File: src/rtl/pe_pass_scheduler_pkg.sv
// Shared types for the PE pass scheduler: FSM state, per-PE instruction word.
package pe_pass_scheduler_pkg;

  localparam int NPE_MAX = 8;

  typedef enum logic [1:0] {
    S_IDLE  = 2'd0,
    S_START = 2'd1,
    S_RUN   = 2'd2,
    S_DONE  = 2'd3
  } sched_state_e;

  // reset=0 holds the PE in IDLE; start is a one-cycle pass kick.
  typedef struct packed {
    logic start;
    logic stall;
    logic reset;
  } inst_t;

  typedef inst_t [NPE_MAX-1:0] pe_inst_vec_t;

endpackage

File: src/rtl/pe_pass_scheduler_rr_arbiter.sv
// Round-robin arbiter: grants the first requester at or after the pointer.
module rr_arbiter #(
  parameter int N = 4
) (
  input  logic         clk,
  input  logic         rst,
  input  logic         clr,
  input  logic [N-1:0] req,
  input  logic         en,
  output logic [N-1:0] grant
);

  localparam int PW = (N > 1) ? $clog2(N) : 1;

  logic [PW-1:0] ptr;
  logic [PW-1:0] gidx;
  logic          found;
  int            idx;

  always_comb begin
    grant = '0;
    gidx  = '0;
    found = 1'b0;
    idx   = 0;
    for (int i = 0; i < N; i++) begin
      idx = int'(ptr) + i;
      if (idx >= N) idx = idx - N;
      if (en && !found && req[idx]) begin
        found      = 1'b1;
        grant[idx] = 1'b1;
        gidx       = PW'(idx);
      end
    end
  end

  always_ff @(posedge clk) begin
    if (rst || clr) begin
      ptr <= '0;
    end else if (found) begin
      ptr <= (gidx == PW'(N - 1)) ? '0 : gidx + 1'b1;
    end
  end

endmodule

File: src/rtl/pe_pass_scheduler.sv
// Steps a PE group through (tile, channel-group) passes of one layer job and
// arbitrates the shared feed-buffer read port among the PEs.
module pe_pass_scheduler
  import pe_pass_scheduler_pkg::*;
#(
  parameter int NPE = 4,
  parameter int CHW = 4,
  parameter int TW  = 6
) (
  input  logic               i_clk,
  input  logic               i_rst,
  input  logic               i_abort,
  input  logic               Job_rdy,
  output logic               Job_ack,
  input  logic [CHW-1:0]     i_job_ch,
  input  logic [TW-1:0]      i_job_tiles,
  output inst_t [NPE-1:0]    o_PEinst,
  input  logic [NPE-1:0]     i_pe_req,
  output logic [NPE-1:0]     o_pe_grant,
  input  logic               i_buf_rdy,
  input  logic [NPE-1:0]     i_pe_done,
  output logic [CHW-1:0]     o_ch_idx,
  output logic [TW-1:0]      o_tile_idx,
  output logic               o_busy,
  output logic               o_job_done,
  output sched_state_e       o_state
);

  // Job handshake: Job_ack is the same-cycle acceptance of Job_rdy, only in
  // IDLE and never while i_abort is high; the job fields are latched on ack.

  sched_state_e   state, state_nxt;
  logic [CHW-1:0] ch_q;
  logic [TW-1:0]  tiles_q;
  logic [NPE-1:0] done_mask, mask_nxt;
  logic           abort, arb_en, pass_done, last_pass;

  assign o_state   = state;
  assign abort     = i_abort && (state != S_IDLE);
  assign Job_ack   = !i_rst && (state == S_IDLE) && Job_rdy && !i_abort;
  assign arb_en    = !i_rst && !i_abort && (state == S_RUN) && i_buf_rdy;
  assign mask_nxt  = done_mask | i_pe_done;
  assign pass_done = (state == S_RUN) && (&mask_nxt);
  assign last_pass = (o_ch_idx == ch_q - 1'b1) && (o_tile_idx == tiles_q - 1'b1);

  rr_arbiter #(.N(NPE)) u_arb (
    .clk   (i_clk),
    .rst   (i_rst),
    .clr   (abort),
    .req   (i_pe_req),
    .en    (arb_en),
    .grant (o_pe_grant)
  );

  always_comb begin
    state_nxt = state;
    case (state)
      S_IDLE:  if (Job_ack) state_nxt = (i_job_ch == '0 || i_job_tiles == '0) ? S_DONE : S_START;
      S_START: state_nxt = S_RUN;
      S_RUN:   if (pass_done) state_nxt = last_pass ? S_DONE : S_START;
      S_DONE:  state_nxt = S_IDLE;
      default: state_nxt = S_IDLE;
    endcase
    if (abort) state_nxt = S_IDLE;
  end

  // Outputs are registered from the next state so they line up with it.
  always_ff @(posedge i_clk) begin
    if (i_rst) begin
      state      <= S_IDLE;
      ch_q       <= '0;
      tiles_q    <= '0;
      o_ch_idx   <= '0;
      o_tile_idx <= '0;
      done_mask  <= '0;
      o_PEinst   <= '0;
      o_busy     <= 1'b0;
      o_job_done <= 1'b0;
    end else begin
      state      <= state_nxt;
      o_busy     <= (state_nxt == S_START) || (state_nxt == S_RUN);
      o_job_done <= (state_nxt == S_DONE);
      for (int k = 0; k < NPE; k++) begin
        o_PEinst[k].start <= (state_nxt == S_START);
        o_PEinst[k].reset <= (state_nxt != S_IDLE);
        o_PEinst[k].stall <= (state == S_RUN) && (state_nxt == S_RUN) &&
                             i_pe_req[k] && !o_pe_grant[k];
      end
      if (abort) begin
        o_ch_idx   <= '0;
        o_tile_idx <= '0;
        done_mask  <= '0;
      end else if (Job_ack) begin
        ch_q       <= i_job_ch;
        tiles_q    <= i_job_tiles;
        o_ch_idx   <= '0;
        o_tile_idx <= '0;
        done_mask  <= '0;
      end else if (state == S_RUN) begin
        if (pass_done) begin
          done_mask <= '0;
          if (!last_pass) begin
            if (o_ch_idx == ch_q - 1'b1) begin
              o_ch_idx   <= '0;
              o_tile_idx <= o_tile_idx + 1'b1;
            end else begin
              o_ch_idx <= o_ch_idx + 1'b1;
            end
          end
        end else begin
          done_mask <= mask_nxt;
        end
      end
    end
  end

endmodule

File: config.mk
export PLATFORM = sky130hd
export DESIGN_NAME = pe_pass_scheduler
export DESIGN_NICKNAME = d
export VERILOG_FILES = /design/src/rtl/pe_pass_scheduler_pkg.sv /design/src/rtl/pe_pass_scheduler_rr_arbiter.sv /design/src/rtl/pe_pass_scheduler.sv
export SDC_FILE = /design/constraint.sdc
export NUM_CORES = 1
export LEC_CHECK = 0
export ABC_AREA = 1
export CELL_PAD_IN_SITES_DETAIL_PLACEMENT = 0
export CELL_PAD_IN_SITES_GLOBAL_PLACEMENT = 1
export CORE_MARGIN = 3
export CORE_UTILIZATION = 38
export CTS_CLUSTER_DIAMETER = 30
export CTS_CLUSTER_SIZE = 24
export DETAILED_ROUTE_END_ITERATION = 10
export PLACE_DENSITY_LB_ADDON = 0.1
export SYNTH_ARGS = -nofsm -noshare
export SYNTH_HDL_FRONTEND = slang
export SYNTH_SLANG_ARGS = --single-unit
File: constraint.sdc
create_clock -name i_clk -period 3.2 [get_ports i_clk]
set_input_delay 0.64 -clock i_clk [delete_from_list [all_inputs] [get_ports i_clk]]
set_output_delay 0.64 -clock i_clk [all_outputs]
set_load 0.005 [all_outputs]
; Word level (Yosys, flattened, before mapping)
; Cells that the tools add are included.
[word_totals]
output_inout_bits = 31
in_bits = 23
word_cells = 150
ff_bits = 36
[classes]
n_bitwise = 6
mux = 45
reduce_logical = 51
addsub = 12
n_eq_ne = 9
n_lt_le_gt_ge = 12
[ops]
columns = operator, count
row1 = "32-bit by 1-bit greater-or-equal comparator with 1-bit output, second input constant", 4
row2 = "32-bit by 4-bit < comparator with 1-bit output, second input constant", 4
row3 = 32-bit two-way mux, 4
row4 = "32-bit by 4-bit greater-or-equal comparator with 1-bit output, second input constant", 3
row5 = "32-bit by 4-bit subtractor with 32-bit output, second input constant", 3
row6 = 1-bit logical AND, 29
row7 = 4-bit two-way mux, 6
row8 = 2-bit two-way mux, 10
row9 = 1-bit two-way mux, 16
row10 = 4-bit bitwise OR, 4
row11 = "2-bit == test, second input constant", 5
row12 = 1-bit logical NOT, 9
row13 = 1-bit binary-select mux with 2-bit select, 4
row14 = 1-bit demux with 2-bit select, 4
row15 = 2-bit one-hot mux with 4 select lines, 1
row16 = 4-bit AND reduction, 2
row17 = "2-bit by 2-bit adder with 3-bit output, second input constant", 2
row18 = "6-bit by 1-bit adder with 6-bit output, second input constant", 1
row19 = 6-bit == test, 1
row20 = 6-bit logical NOT, 1
row21 = "6-bit by 1-bit subtractor with 6-bit output, second input constant", 1
row22 = "4-bit by 1-bit adder with 4-bit output, second input constant", 1
row23 = "2-bit by 1-bit == test with 1-bit output, second input constant", 2
row24 = 4-bit == test, 1
row25 = other kinds (13), 17

; Longest topological paths before layout
[logic_depth]
word_depth = 21
depth_mapped = 19

; By module
; Synthesis repeated with hierarchy kept, for this count alone.
[hier_totals]
hier_cells = 343
hier_area_um2 = 2406.1
[by_module_without_submodules]
columns = mod, seq_area_each_um2, n_inst, cells_per_inst, area_each_um2
row1 = pe_pass_scheduler, 680.7, 1, 258, 1871.8
row2 = rr_arbiter, 40.0, 1, 85, 534.3

; Worst setup path after synthesis
; OpenSTA, ideal clock, no wires.
[synth_timing]
kind = reg2out
start = register with a tool-made name
end = output port o_pe_grant[0]
path_slack_ns = 0.807
t_arrival_ns = 1.753
stages_incl_launch_ff = 11
required_time_ns = 2.560
path_buffers = 0
path_cell_list = dfxtp_1 > inv_2 > ha_1 > inv_1 > nand3_1 > nand3_1 > nand2_1 > nor2_4 > and2_1 > inv_2 > o21ai_1
[synth_lines]
columns = element, line_no
row1 = to (decl), pe_pass_scheduler.sv:19  ; output logic [NPE-1:0] o_pe_grant,

; Worst setup path after layout
[layout_timing]
start = input port i_abort
end = output port o_pe_grant[0]
[layout_via]
elab_chain_cells = 18
word_cells_on_any_way = 24
cone_classes = mux: 7 / bitwise: 3 / reduce/logical: 14
[layout_lines]
columns = element, line_no
row1 = from (decl), pe_pass_scheduler.sv:12  ; input logic i_abort,
row2 = 1-bit logical NOT *, pe_pass_scheduler.sv:41  ; assign arb_en = !i_rst && !i_abort && (state == S_RUN) && i_buf_rdy;
row3 = 1-bit logical AND * (3 in a row), pe_pass_scheduler.sv:41
row4 = 1-bit logical AND, pe_pass_scheduler_rr_arbiter.sv:28  ; if (en && !found && req[idx]) begin
row5 = 1-bit two-way mux, pe_pass_scheduler_rr_arbiter.sv:28
row6 = 1-bit logical NOT, pe_pass_scheduler_rr_arbiter.sv:28
row7 = 1-bit logical AND (2 in a row), pe_pass_scheduler_rr_arbiter.sv:28
row8 = 1-bit two-way mux, pe_pass_scheduler_rr_arbiter.sv:28
row9 = 1-bit logical NOT, pe_pass_scheduler_rr_arbiter.sv:28
row10 = 1-bit logical AND (2 in a row), pe_pass_scheduler_rr_arbiter.sv:28
row11 = 1-bit two-way mux, pe_pass_scheduler_rr_arbiter.sv:28
row12 = 1-bit logical NOT, pe_pass_scheduler_rr_arbiter.sv:28
row13 = 1-bit logical AND (2 in a row), pe_pass_scheduler_rr_arbiter.sv:28
row14 = 4-bit two-way mux *, pe_pass_scheduler_rr_arbiter.sv:28
; Mark *: on every way between the ends. The rest lies on a longest branch, timed or not.

==> summary.md <==
| Metric | Value |
|---|---|
| Clock Skew | 0.00749 ns |
| Compound-Gate Fraction of Synth Area | 11.6% |
| Drt drc | 0 |
| Reg2Reg Depth | 18 |
| Setup slack, reg-to-reg | 0.59 ns |
| Synth cell count leaders | 75 x nand2_1, 36 x dfxtp_1, 35 x inv_1 |
| Die height | 83.6 um |
| Worst hold path class | flip-flop to flip-flop |
| Total core area | 5680 um^2 |
| Sink Count | 36 |
| Die ar. | 7000 um^2 |
| GRT Util Overall | 15.6% |
| Largest net degree at the start of global routing | 16 |
| Worst path slowest cell | clkdlybuf4s50_1 |
| Worst-margin pin slew | 0.320 ns |
| R2r startpoint | ch_q[0]$_SDFFE_PP0P_ |
| Top Ports | 54 |
| Number of global-route vias before repair | 1998 |
| XOR/XNOR share of the synthesized area | 6.06% |
| Number of routed nets with antenna violations | 0 |
| Synthesized cell area | 2290 um^2 |
| Main synth FF type | dfxtp_1 |
| FF+latch area | 721 um^2 |
| Gpl congestion | 0.856 |
| Critical-path maximum fanout | 7 |
| Largest family of logic cells by synthesized area | simple AND/OR/NAND/NOR gates |
| Top-area cell type share of the netlist area | 31.5% |
| Crit-path cells | clkdlybuf4s50_1 -> nor2_1 -> nand2_1 -> nor2_4 -> nand3_1 -> nand2_1 -> nor2_4 -> and2_1 -> inv_2 -> o21ai_1 -> dlygate4sd2_1 |
| Initial Utilization | 40.4% |
| CP Class | input pin to output port |
| Met1 WL | 2470 um |
| Slew Limit Fails | 0 |
| Critical path required time | 2.56 ns |
| Clk_lat worst skew | 0.28 ns |
| Area Overhead vs Synth | 32.8% |
| Tcrit/Tclk final | 93.4% |
| WL met3 | 217 um |
| Clk slew on worst S/H paths | 0.07 ns |
| Root Driver | clkbuf_8 |
| Worst hold slack | 0.448 ns |
| Final wirelength | 5400 um |
| Hold_sp | done_mask[1]$_SDFFE_PP0N_ |
| Dominant cell type by area after synthesis | dfxtp_1 |
| Cts bufs inserted | 5 |
| Fill count | 588 |
| Layout cells sized above 1 | 10.0% |
| Peak ir drop on the vdd network | 0.193 mV |
| Syn_area_per_cell | 6.86 um^2 |
| Max-Cap Viols | 0 |
| GR Overflow Total | 0 |
| Die width | 83.6 um |
| Pwr Density | 313 nW/um^2 |
| DR iter-0 viols | 68 |
| Setup violators final | 0 |
| DR vias/cell | 4.71 |
| Startpoint Class | input pin |
| Mux share of post-synthesis cell area | 0% |
| H-tree depth | 2 |
| Syn nets | 373 |
| Post-synthesis sequential area ratio | 31.5% |
| Total number of vias | 2222 |
| Final min period | 2.99 ns |
| Post-Place Worst Slack | -0.0456 ns |
| Highest Clock Rate | 335 MHz |
| Critical Path AT | 2.35 ns |
| #FFs+latches synth | 36 |
| I/O Buffers | 53 |
| Unrepaired setup endpoints after global routing | false |
| CTS tree | yes |
| Synth cell types | 32 |
| Synth async-reset ratio | 0% |
| Setup slack after layout | 0.211 ns |
| Dominant cell by count in the synthesized netlist | nand2_1 |
| Post-synth EDFFs | 0 |
| Global-route wire length before repair | 8950 um |
| Wire per inst | 11.4 um |
| Post-synthesis cell count | 334 |
| Ranking of synthesized cells by area | dfxtp_1 31%, nand2_1 12%, ha_1 8.7%, nand3_1 6.3%, a21oi_1 6.1% |
| CP Capture Type | output port |
| Row Count | 27 |
| Hold Path Sink | done_mask[1]$_SDFFE_PP0N_ |
| End of the worst register-to-register path | o_PEinst[4]$_SDFF_PP0_ |
| Final nets | 438 |
| Top Layer Used | met4 |
| Synth Warn # | 0 |
| Worst hold path stage count | 2 |
| Multi-input logic area | 1350 um^2 |
| Worst-case clock buffer depth | 2 |
| Slowest cell delay on critical path | 0.42 ns |
| Worst slew margin | 78.6% |
| Simple-gate share of the synthesized area | 32.7% |
| Initial antenna violation count | 0 |
| Pre-antenna DRT Iters | 4 |
| Antenna fix cells | 0 |
| Adder-Cell Fraction of Synth Area | 8.74% |
| Status | complete, no violations |
| Final hold vios | 0 |
| Hpwl dp | 4360 um |
| WL met2 | 2630 um |
| Lkg Pwr | 1.29 nW |
kinds of logic after synthesis:
kind of cell	count (synthesis)
flops	36
buf+inv	52
xor+xnor	15
simple gates	165
compound gates	50
fa+ha+maj	16
timing repair:
item                                    in CTS  in global routing
setup buffers                                1                  0
hold buffers                                 0                  0
endpoints found under the setup margin       4                  0
gates resized for setup                      4                  0
state kept, by name, indices dropped and copies added, names as in the netlist, named ones only:
name	flops
ch_q	4
done_mask	4
o_PEinst	6
o_busy	1
o_ch_idx	4
o_job_done	1
o_state	2
o_tile_idx	6
tiles_q	6
u_arb.ptr	1
metrics by stage:
stage / total power [mW] / instance area [um^2] / setup TNS [ns] / cells / util [%]
floorplan: 0.571 / 2290 / 0 / 334 / -
global placement: 0.636 / 2950 / -0.0102 / 463 / 52.0
detailed placement: 0.637 / 2950 / -0.168 / 463 / 52.0
CTS: 0.967 / 3040 / 0 / 472 / 53.6
global route: 1.01 / 3040 / 0 / 472 / 53.6
finish: 0.951 / 3040 / 0 / 472 / 53.6
cell usage in the layout (no fill, tap or decap), types with 3 or more instances in the layout:
master / n
nand3_1: 29
nor2_1: 34
a21oi_1: 28
inv_1: 35
inv_2: 7
nor2_4: 3
ha_1: 16
nand2_2: 3
clkdlybuf4s50_1: 49
nand2_1: 75
nor2_2: 3
nand4_1: 8
clkbuf_8: 6
nor3_1: 4
dfxtp_1: 36
o21ai_0: 11
xor2_1: 7
dlygate4sd2_1: 4
buf_4: 13
xnor2_1: 7
o21ai_1: 5
final cells by class:
| type | instances | share of cell area, % |
|---|---|---|
| clock buffer | 8 | 2.96 |
| inverter | 44 | 5.43 |
| multi-input combinational | 246 | 44.5 |
| sequential | 36 | 23.7 |
| timing repair buffer | 66 | 20.5 |
| tap | 72 | 2.96 |
layer usage:
layer  GRT usage, %  vias up
li1               -     1209
met1           19.2      958
met2           26.7       48
met3           3.36        7
met4           5.26        0
met5              0        -
where the power goes:
part,internal [mW],total [mW],switching [mW],leakage [nW]
combinational,0.0784,0.158,0.0797,0.954
clock,0.175,0.325,0.149,0.0455
sequential,0.460,0.468,0.00790,0.292
total,0.714,0.951,0.237,1.29
worst max path at each step:
stage,start,end,cells past startpoint
2_1_floorplan,flip-flop,o_pe_grant[0],10
3_3_place_gp,i_abort,o_pe_grant[1],10
3_5_place_dp,i_abort,o_pe_grant[0],10
4_1_cts,i_abort,o_pe_grant[0],11
5_1_grt,i_abort,o_pe_grant[2],9
6_report,i_abort,o_pe_grant[0],11
worst max-delay path, delay by kind of cell:
| kind | cells | cell delay [ns] |
|---|---|---|
| compound gates | 1 | 0.08 |
| buf+inv | 3 | 0.78 |
| simple gates | 7 | 0.86 |
No activity file was read; power rests on OpenSTA's default activity.
